## src/rtl/mips_multicycle_ctrl_if.sv

```systemverilog
// Control bus between the multi-cycle MIPS control FSM and its datapath.
// master: the control FSM (drives all datapath controls, reads opcode/mem_ready).
// slave : the datapath/memory side (drives opcode/mem_ready, reads controls).
// Signals:
//   opcode[5:0]    instruction[31:26] held in IR
//   mem_ready      memory completes the current access this cycle
//   pc_write, pc_write_cond, i_or_d, mem_read, mem_write, ir_write,
//   mem_to_reg, reg_dst, reg_write, alu_src_a, alu_src_b[1:0], alu_op[1:0],
//   pc_source[1:0]  datapath mux selects / enables
//   illegal_op, mem_fault  one-cycle event pulses
//   retired[CNT_W-1:0]     completed-instruction count
interface mips_multicycle_ctrl_if #(
  parameter int CNT_W = 32
);
  logic [5:0]       opcode;
  logic             mem_ready;
  logic             pc_write;
  logic             pc_write_cond;
  logic             i_or_d;
  logic             mem_read;
  logic             mem_write;
  logic             ir_write;
  logic             mem_to_reg;
  logic             reg_dst;
  logic             reg_write;
  logic             alu_src_a;
  logic [1:0]       alu_src_b;
  logic [1:0]       alu_op;
  logic [1:0]       pc_source;
  logic             illegal_op;
  logic             mem_fault;
  logic [CNT_W-1:0] retired;

  modport master (
    input  opcode, mem_ready,
    output pc_write, pc_write_cond, i_or_d, mem_read, mem_write, ir_write,
           mem_to_reg, reg_dst, reg_write, alu_src_a, alu_src_b, alu_op,
           pc_source, illegal_op, mem_fault, retired
  );

  modport slave (
    output opcode, mem_ready,
    input  pc_write, pc_write_cond, i_or_d, mem_read, mem_write, ir_write,
           mem_to_reg, reg_dst, reg_write, alu_src_a, alu_src_b, alu_op,
           pc_source, illegal_op, mem_fault, retired
  );
endinterface

```

## src/rtl/mips_multicycle_ctrl.sv

```systemverilog
// Main control FSM of the multi-cycle MIPS core. Sequences fetch, decode,
// execute, memory and writeback and drives all datapath controls through the
// bus interface (master side). Memory states wait on mem_ready and abort to
// FETCH with a mem_fault pulse after TIMEOUT_CYCLES cycles without it.
// Ports:
//   clk  rising-edge clock
//   rst  asynchronous active-high reset
//   bus  mips_multicycle_ctrl_if.master (opcode/mem_ready in, controls out)
module mips_multicycle_ctrl #(
  parameter int unsigned TIMEOUT_CYCLES = 255,
  parameter int          CNT_W          = 32
) (
  input  logic                   clk,
  input  logic                   rst,
  mips_multicycle_ctrl_if.master bus
);

  typedef enum logic [3:0] {
    IDLE     = 4'd0,
    FETCH    = 4'd1,
    DECODE   = 4'd2,
    MEM_ADDR = 4'd3,
    MEM_RD   = 4'd4,
    MEM_WB   = 4'd5,
    MEM_WR   = 4'd6,
    R_EX     = 4'd7,
    R_WB     = 4'd8,
    I_EX     = 4'd9,
    I_WB     = 4'd10,
    BRANCH   = 4'd11,
    JUMP     = 4'd12
  } state_t;

  localparam logic [5:0]  OP_RTYPE = 6'b000000;
  localparam logic [5:0]  OP_LW    = 6'b100011;
  localparam logic [5:0]  OP_SW    = 6'b101011;
  localparam logic [5:0]  OP_BEQ   = 6'b000100;
  localparam logic [5:0]  OP_J     = 6'b000010;
  localparam logic [5:0]  OP_ADDI  = 6'b001000;
  localparam logic [5:0]  OP_ANDI  = 6'b001100;
  localparam logic [15:0] TMO_LAST = 16'(TIMEOUT_CYCLES - 1);

  state_t           state, next_state;
  logic [15:0]      tmo_cnt;
  logic [CNT_W-1:0] retired_q;
  logic             waiting, timed_out, retire;

  logic       pc_write, pc_write_cond, i_or_d, mem_read, mem_write, ir_write;
  logic       mem_to_reg, reg_dst, reg_write, alu_src_a, illegal_op, mem_fault;
  logic [1:0] alu_src_b, alu_op, pc_source;

  // mem_ready in the final allowed cycle takes priority over the timeout.
  assign waiting   = ((state == FETCH) || (state == MEM_RD) || (state == MEM_WR))
                     && !bus.mem_ready;
  assign timed_out = waiting && (tmo_cnt == TMO_LAST);

  always_comb begin
    next_state    = state;
    retire        = 1'b0;
    pc_write      = 1'b0;
    pc_write_cond = 1'b0;
    i_or_d        = 1'b0;
    mem_read      = 1'b0;
    mem_write     = 1'b0;
    ir_write      = 1'b0;
    mem_to_reg    = 1'b0;
    reg_dst       = 1'b0;
    reg_write     = 1'b0;
    alu_src_a     = 1'b0;
    alu_src_b     = 2'b00;
    alu_op        = 2'b00;
    pc_source     = 2'b00;
    illegal_op    = 1'b0;
    mem_fault     = 1'b0;
    unique case (state)
      IDLE: next_state = FETCH;
      FETCH: begin
        mem_read  = 1'b1;
        alu_src_b = 2'b01;
        ir_write  = bus.mem_ready;
        pc_write  = bus.mem_ready;
        if (bus.mem_ready) next_state = DECODE;
        else if (timed_out) mem_fault = 1'b1;
      end
      DECODE: begin
        alu_src_b = 2'b11;
        case (bus.opcode)
          OP_RTYPE:       next_state = R_EX;
          OP_LW, OP_SW:   next_state = MEM_ADDR;
          OP_BEQ:         next_state = BRANCH;
          OP_J:           next_state = JUMP;
          OP_ADDI, OP_ANDI: next_state = I_EX;
          default: begin
            illegal_op = 1'b1;
            next_state = FETCH;
          end
        endcase
      end
      MEM_ADDR: begin
        alu_src_a  = 1'b1;
        alu_src_b  = 2'b10;
        next_state = (bus.opcode == OP_LW) ? MEM_RD : MEM_WR;
      end
      MEM_RD: begin
        mem_read = 1'b1;
        i_or_d   = 1'b1;
        if (bus.mem_ready) next_state = MEM_WB;
        else if (timed_out) begin
          mem_fault  = 1'b1;
          next_state = FETCH;
        end
      end
      MEM_WB: begin
        reg_write  = 1'b1;
        mem_to_reg = 1'b1;
        retire     = 1'b1;
        next_state = FETCH;
      end
      MEM_WR: begin
        mem_write = 1'b1;
        i_or_d    = 1'b1;
        if (bus.mem_ready) begin
          retire     = 1'b1;
          next_state = FETCH;
        end else if (timed_out) begin
          mem_fault  = 1'b1;
          next_state = FETCH;
        end
      end
      R_EX: begin
        alu_src_a  = 1'b1;
        alu_op     = 2'b10;
        next_state = R_WB;
      end
      R_WB: begin
        reg_write  = 1'b1;
        reg_dst    = 1'b1;
        retire     = 1'b1;
        next_state = FETCH;
      end
      I_EX: begin
        alu_src_a  = 1'b1;
        alu_src_b  = 2'b10;
        alu_op     = (bus.opcode == OP_ANDI) ? 2'b11 : 2'b00;
        next_state = I_WB;
      end
      I_WB: begin
        reg_write  = 1'b1;
        retire     = 1'b1;
        next_state = FETCH;
      end
      BRANCH: begin
        alu_src_a     = 1'b1;
        alu_op        = 2'b01;
        pc_write_cond = 1'b1;
        pc_source     = 2'b01;
        retire        = 1'b1;
        next_state    = FETCH;
      end
      JUMP: begin
        pc_write   = 1'b1;
        pc_source  = 2'b10;
        retire     = 1'b1;
        next_state = FETCH;
      end
      default: next_state = IDLE;
    endcase
  end

  // The wait counter restarts on any state change and also on a FETCH
  // timeout, which re-enters FETCH without a state change.
  always_ff @(posedge clk or posedge rst) begin
    if (rst) begin
      state     <= IDLE;
      tmo_cnt   <= '0;
      retired_q <= '0;
    end else begin
      state <= next_state;
      if ((next_state != state) || timed_out) tmo_cnt <= '0;
      else if (waiting)                       tmo_cnt <= tmo_cnt + 16'd1;
      if (retire) retired_q <= retired_q + 1'b1;
    end
  end

  assign bus.pc_write      = pc_write;
  assign bus.pc_write_cond = pc_write_cond;
  assign bus.i_or_d        = i_or_d;
  assign bus.mem_read      = mem_read;
  assign bus.mem_write     = mem_write;
  assign bus.ir_write      = ir_write;
  assign bus.mem_to_reg    = mem_to_reg;
  assign bus.reg_dst       = reg_dst;
  assign bus.reg_write     = reg_write;
  assign bus.alu_src_a     = alu_src_a;
  assign bus.alu_src_b     = alu_src_b;
  assign bus.alu_op        = alu_op;
  assign bus.pc_source     = pc_source;
  assign bus.illegal_op    = illegal_op;
  assign bus.mem_fault     = mem_fault;
  assign bus.retired       = retired_q;

endmodule

```

## src/flat_wrapper.sv

```systemverilog
// flat-port wrapper written by rule: the top's interface ports become plain ports
module mips_multicycle_ctrl_flat 
#(
  parameter int unsigned TIMEOUT_CYCLES = 255,
  parameter int          CNT_W          = 32
)
  (clk, rst, bus_opcode, bus_mem_ready, bus_pc_write, bus_pc_write_cond, bus_i_or_d, bus_mem_read, bus_mem_write, bus_ir_write, bus_mem_to_reg, bus_reg_dst, bus_reg_write, bus_alu_src_a, bus_alu_src_b, bus_alu_op, bus_pc_source, bus_illegal_op, bus_mem_fault, bus_retired);
  mips_multicycle_ctrl_if #(.CNT_W(CNT_W)) bus_i ();
  input  logic clk;
  input  logic rst;
  input wire logic [$bits(bus_i.opcode)-1:0] bus_opcode;
  input wire logic [$bits(bus_i.mem_ready)-1:0] bus_mem_ready;
  output wire logic [$bits(bus_i.pc_write)-1:0] bus_pc_write;
  output wire logic [$bits(bus_i.pc_write_cond)-1:0] bus_pc_write_cond;
  output wire logic [$bits(bus_i.i_or_d)-1:0] bus_i_or_d;
  output wire logic [$bits(bus_i.mem_read)-1:0] bus_mem_read;
  output wire logic [$bits(bus_i.mem_write)-1:0] bus_mem_write;
  output wire logic [$bits(bus_i.ir_write)-1:0] bus_ir_write;
  output wire logic [$bits(bus_i.mem_to_reg)-1:0] bus_mem_to_reg;
  output wire logic [$bits(bus_i.reg_dst)-1:0] bus_reg_dst;
  output wire logic [$bits(bus_i.reg_write)-1:0] bus_reg_write;
  output wire logic [$bits(bus_i.alu_src_a)-1:0] bus_alu_src_a;
  output wire logic [$bits(bus_i.alu_src_b)-1:0] bus_alu_src_b;
  output wire logic [$bits(bus_i.alu_op)-1:0] bus_alu_op;
  output wire logic [$bits(bus_i.pc_source)-1:0] bus_pc_source;
  output wire logic [$bits(bus_i.illegal_op)-1:0] bus_illegal_op;
  output wire logic [$bits(bus_i.mem_fault)-1:0] bus_mem_fault;
  output wire logic [$bits(bus_i.retired)-1:0] bus_retired;
  assign bus_i.opcode = bus_opcode;
  assign bus_i.mem_ready = bus_mem_ready;
  assign bus_pc_write = bus_i.pc_write;
  assign bus_pc_write_cond = bus_i.pc_write_cond;
  assign bus_i_or_d = bus_i.i_or_d;
  assign bus_mem_read = bus_i.mem_read;
  assign bus_mem_write = bus_i.mem_write;
  assign bus_ir_write = bus_i.ir_write;
  assign bus_mem_to_reg = bus_i.mem_to_reg;
  assign bus_reg_dst = bus_i.reg_dst;
  assign bus_reg_write = bus_i.reg_write;
  assign bus_alu_src_a = bus_i.alu_src_a;
  assign bus_alu_src_b = bus_i.alu_src_b;
  assign bus_alu_op = bus_i.alu_op;
  assign bus_pc_source = bus_i.pc_source;
  assign bus_illegal_op = bus_i.illegal_op;
  assign bus_mem_fault = bus_i.mem_fault;
  assign bus_retired = bus_i.retired;
  mips_multicycle_ctrl #(.TIMEOUT_CYCLES(TIMEOUT_CYCLES), .CNT_W(CNT_W)) u_core (.clk(clk), .rst(rst), .bus(bus_i));
endmodule
```

## config.mk

```make
export PLATFORM = sky130hd
export DESIGN_NAME = mips_multicycle_ctrl_flat
export DESIGN_NICKNAME = d
export VERILOG_FILES = /design/src/rtl/mips_multicycle_ctrl_if.sv /design/src/rtl/mips_multicycle_ctrl.sv /design/src/flat_wrapper.sv
export SDC_FILE = /design/constraint.sdc
export NUM_CORES = 1
export LEC_CHECK = 0
export CORE_UTILIZATION = 50
export DETAILED_ROUTE_END_ITERATION = 12
export HOLD_SLACK_MARGIN = 0.05
export PLACE_DENSITY = 0.77
export SLEW_MARGIN = 20
export SYNTH_ARGS = -nofsm -noshare
export SYNTH_HDL_FRONTEND = slang
export SYNTH_SLANG_ARGS = --single-unit
```

## constraint.sdc

```tcl
create_clock -name clk -period 3.27 [get_ports clk]
set_clock_uncertainty 0.15 [all_clocks]
set_input_delay 0.327 -clock clk [delete_from_list [all_inputs] [get_ports clk]]
set_output_delay 0.327 -clock clk [all_outputs]
set_load 0.02 [all_outputs]
```

* Word-level counts from Yosys, hierarchy flattened
Index checks and enable logic that the tools add are counted.
** Cells by class
- Add/sub/neg operators :: 2
- Equal/unequal tests :: 20
- Mux-type cells :: 30
- Reductions and logical operators :: 20
** Operators with widths (number)
- $add 32x1->32 const B :: 1
- $mux 16 :: 2
- $pmux 4 s8 :: 1
- $eq 4x4->1 const B :: 5
- $pmux 4 s5 :: 1
- $add 16x1->16 const B :: 1
- $eq 16x8->1 const B :: 1
- $eq 4x3->1 const B :: 4
- $mux 4 :: 4
- $mux 1 :: 15
- $eq 6x4->1 const B :: 2
- $eq 6x6->1 const B :: 2
- $pmux 2 s3 :: 2
- $reduce_or 2->1 :: 5
- $eq 4x2->1 const B :: 2
- $reduce_or 7->1 :: 1
- $eq 6x2->1 const B :: 1
- $eq 6x3->1 const B :: 1
- $logic_not 6->1 :: 1
- $reduce_or 3->1 :: 2
- $reduce_or 6->1 :: 1
- $reduce_or 5->1 :: 1
- $eq 4x1->1 const B :: 1
- $logic_not 4->1 :: 1
- 9 further kinds :: 14
** Storage, ports and cells
- Register bits after elaboration :: 52
- Bits of input ports :: 9
- Output and inout bits :: 50
- Logic and storage cells :: 75

* Depth between registers and ports, before layout
Gate-level depths: netlist (run 1).
- Depth in word-level cells :: 11
- Depth in mapped cells :: 8
- Depth with buffers taken out :: 7

* Worst setup path after synthesis (run 1)
OpenSTA, ideal clock, no wires.
- Kind :: register -> register
- Start :: reg u_core.tmo_cnt[0]
- End :: reg u_core.tmo_cnt[2]
- Library setup time :: 0.121 ns
- Arrival :: 1.960 ns
- Required time :: 2.999 ns
- Path slack :: 1.039 ns
- Cell stages (with the launch flop) :: 9
- Buffers on the path :: 1
- Clock period less this slack :: 2.231 ns
- Cells stage by stage :: dfrtp_1 > inv_1 > ha_1 > or4b_4 > nor4_4 > o21ai_2 > a22oi_4 > buf_8 > nor3_2
** On the way
- Cells in the longest elaborated chain, start to end :: 8
- Elaborated cells on any way between the ends :: 12
- Those cells by class :: add/sub: 1; eq/ne: 2; mux: 6; reduce/logical: 3
** RTL lines
- start, declared :: line mips_multicycle_ctrl.sv:44 : logic [15:0] tmo_cnt;
- start signal, assigned :: line mips_multicycle_ctrl.sv:180 : else if (waiting) tmo_cnt <= tmo_cnt + 16'd1;
- $eq 16x8->1 :: line mips_multicycle_ctrl.sv:55 : assign timed_out = waiting && (tmo_cnt == TMO_LAST);
- $logic_and 1x1->1 :: line mips_multicycle_ctrl.sv:55
- $mux 4 :: line mips_multicycle_ctrl.sv:108, mips_multicycle_ctrl.sv:125
- $mux 4 (on tied branches) :: line mips_multicycle_ctrl.sv:122, mips_multicycle_ctrl.sv:107
- $pmux 4 s8 :: line mips_multicycle_ctrl.sv:75 : unique case (state)
- $ne 4x4->1 :: line mips_multicycle_ctrl.sv:179 : if ((next_state != state) || timed_out) tmo_cnt <= '0;
- $logic_or 1x1->1 :: line mips_multicycle_ctrl.sv:179
- $mux 16 or $reduce_bool 2->1 (tied branches)
Several ways; a longest one is shown, not always the timed one. The select of a mux whose other input is x is not followed.
A chain may end at the register's enable or synchronous reset.

* Worst setup path after layout (run 1)
- Start :: reg u_core.tmo_cnt[0]
- End :: out bus_mem_fault
** On the way
- Cells in the longest elaborated chain, start to end :: 5
** RTL lines
- $eq 16x8->1 :: line mips_multicycle_ctrl.sv:55
- $logic_and 1x1->1 :: line mips_multicycle_ctrl.sv:55
- $mux 1 :: line mips_multicycle_ctrl.sv:83, mips_multicycle_ctrl.sv:108, mips_multicycle_ctrl.sv:125
- $mux 1 :: line mips_multicycle_ctrl.sv:122 : if (bus.mem_ready) begin
- $mux 1
- end, declared :: line flat_wrapper.sv:27 : output wire logic [$bits(bus_i.mem_fault)-1:0] bus_mem_fault;
No other way between the ends.

==> results of run 1 <==
## final cells by class
class | count | area, µm² | share of cell area
Multi-Input combinational cell | 242 | 1690 | 0.440
Tap cell | 75 | 93.8 | 0.0244
Timing Repair Buffer | 64 | 626 | 0.162
Clock inverter | 3 | 27.5 | 0.00715
Inverter | 11 | 41.3 | 0.0107
Clock buffer | 5 | 68.8 | 0.0179
Sequential cell | 52 | 1300 | 0.338
## where the power goes
part           internal [mW]  switching, mW  total [mW]
sequential             0.714          0.109       0.822
combinational          0.465          0.690        1.16
clock                  0.157          0.226       0.383
total                   1.34           1.03        2.36
## cell usage after synthesis, types with 5 or more instances
cell       n  area share
nor2b_1    5       0.010
or3_1      5       0.010
and2_1     6       0.012
xor2_1     6       0.017
clkbuf_1   6      0.0072
nand4_1   14       0.028
nor3_1    16       0.026
nand2b_1   5       0.010
nand2_1   22       0.026
dfrtp_1   52        0.41
nor2_1    20       0.024
xnor2_1   39        0.11
a21oi_1    6      0.0096
nand3_1   18       0.029
and3_1     9       0.018
o21ai_0    6      0.0096
inv_1     11       0.013
nor3_2    12       0.038
## critical path, delay by kind of cell, from the launching register on
family	cells	cell delay, ns
buf+inv	2	0.68
fa+ha+maj	1	0.14
simple gates	3	1.01
flops	1	0.42
## registers in the layout, indices dropped and copies added (netlist names)
register and count:
u_core.bus.retired 32, u_core.state 4, u_core.tmo_cnt 16
## stage by stage
stage	utilization	hold slack, ns
after global routing	0.643	0.330
after floorplan	-	0.376
final	0.643	0.277
after global placement	0.627	0.309
after detailed placement	0.627	0.319
after CTS	0.643	0.312
## kinds of logic (layout without fill, tap and decap cells)
| group | after synthesis | in the layout | share of synthesized area |
|---|---|---|---|
| and+or+nand+nor | 154 | 154 | 0.303 |
| xor gates and xnor gates | 45 | 45 | 0.126 |
| AOI/OAI and AO/OA | 38 | 38 | 0.0921 |
| buffers and inverters | 26 | 83 | 0.0459 |
| DFF | 52 | 52 | 0.415 |
| adders and majority gates | 3 | 3 | 0.0120 |
| muxes | 2 | 2 | 0.00678 |
## how the worst min path moves through the flow
stage	start	endpoint	slack, ns
after global routing	rst	u_core.bus.retired[21]	0.33
final	rst	u_core.bus.retired[21]	0.28
after global placement	u_core.bus.retired[31]	u_core.bus.retired[31]	0.31
after floorplan	u_core.tmo_cnt[15]	u_core.tmo_cnt[15]	0.38
after detailed placement	u_core.bus.retired[31]	u_core.bus.retired[31]	0.32
after CTS	rst	u_core.bus.retired[21]	0.31
## layer usage
| metal | up-vias | routed length, µm |
|---|---|---|
| met1 | 1216 | 3020 |
| met2 | 79 | 3060 |
| met4 | 0 | 42 |
| met3 | 5 | 293 |
| met5 | - | 0 |
| li1 | 1257 | - |
==> results.json, run 1 <==
{
  "crit_end": "bus_mem_fault",
  "postCtsSetupBuffers": 0,
  "numCtsBuffers": 5,
  "syn-num-nets": 332,
  "drt-pass1-iter-count": 5,
  "hpwl_um": 4590,
  "dp_cells": 444,
  "max_clock_freq_mhz": 330,
  "cp.arrival_ns": 2.56,
  "cp_max_fo": 4,
  "port_buffers": 58,
  "place.gp.congestion": 0.826,
  "hold_viol": 0,
  "cts_tree": "done",
  "worstReg2RegStart": "u_core.tmo_cnt[0]",
  "cp_slowest_stage_delay_ns": 0.61,
  "clockBufferDepth": 2,
  "drt-initial-drc-count": 123,
  "diodes": 0,
  "power.leakage_nw": 1.46,
  "clock-sinks": 52,
  "power-per-cell-area_mw_per_mm2": 613,
  "clk_pin_slew_ns": 0.11,
  "ioPinCount": 59,
  "r2r_end": "u_core.tmo_cnt[0]",
  "setup.worst_path.class": "flop to primary output",
  "maxCapViolations": 0,
  "p_total_mw": 2.36,
  "tns_ns": 0,
  "busiest_layer": "met2",
  "grt_use_total": 0.216,
  "layout.cells.non_filler": 452,
  "ys.warnings.count": 0,
  "nets": 388,
  "drt_wl_total_um": 6410,
  "insertion_delay_ns": 0.31,
  "drc_errors": 0,
  "rows": 28,
  "grt_pass1_vias": 2471,
  "fill_cells": 478,
  "cts-root-buf": "clkbuf_8",
  "met1_usage": 0.285,
  "use_met3": 0.0449,
  "vias": 2557,
  "dieArea_mm2": 0.00660,
  "max-slew-margin-rel": 0.556,
  "stdcell_area_mm2": 0.00385,
  "rsz0062_at_grt": "no",
  "drive_above_1_share": 0.103,
  "period_needed_ns": 3.03,
  "synthesis.area_mm2": 0.00314,
  "pre_cts_ws_ns": 0.411,
  "crit_chain": "inv_1, ha_1, or4b_4, nor4_1, and2_1, clkdlybuf4s50_1",
  "synth-edff-count": 0,
  "synthFlopType": "dfrtp_1",
  "grt_overflow_total": 0,
  "synth_seq_cells": 52,
  "ys_types": 57,
  "ff2ff_path_depth": 7,
  "start_util": 0.524,
  "startpoint_type": "flop",
  "antenna_found_initial": 0,
  "die_w_um": 81.2,
  "final_common_cell": "clkdlybuf4s50_1",
  "crit_required_ns": 2.79,
  "fp.dieH_um": 81.2,
  "cpMaxStageDelayCell": "clkdlybuf4s50_1",
  "async_reset_ff_frac": 1.00,
  "core-area_mm2": 0.00599,
  "area_growth_pct": 22.7,
  "cp-end-kind": "primary output",
  "ys_seq_area_frac": 0.415,
  "ctsHoldBuffers": 0,
  "status": "finished clean",
  "grt_max_degree": 35,
  "synth_cells": 320,
  "worst_slack_ns": 0.236,
  "mostFrequentLayoutCells": "clkdlybuf4s50_1, dfrtp_1, xnor2_1, nand2_1, nor2_1",
  "setup_viol": 0,
  "cts_resized": 0,
  "via_per_inst": 5.66,
  "tightestPinTransition_ns": 0.665,
  "crit_start": "u_core.tmo_cnt[0]",
  "htree_levels": 2,
  "avgSynthCellArea_um2": 9.81,
  "worst_hold_path_type": "input pin to async pin",
  "r2r_slack_ns": 0.70,
  "dpl_cell_area_mm2": 0.00375,
  "detail_route.wl_per_cell_um": 14.2,
  "vdd_drop_max_uv": 657,
  "met2_usage": 0.359,
  "slew_violations": 0,
  "period_share": 0.928,
  "drtAntennaViolNets": 0,
  "grt_pass1_wl_um": 11100
}
Power figures use the tool's default switching activity.
==> run 2, diff against run 1 <==
--- a/config.mk
+++ b/config.mk
@@ -9,7 +9,6 @@
 export DETAILED_ROUTE_END_ITERATION = 12
 export HOLD_SLACK_MARGIN = 0.05
 export PLACE_DENSITY = 0.77
-export SLEW_MARGIN = 20
 export SYNTH_ARGS = -nofsm -noshare
 export SYNTH_HDL_FRONTEND = slang
 export SYNTH_SLANG_ARGS = --single-unit
==> results of run 2 <==
No change in the layout: final DEF, timing and power equal those of run 1.
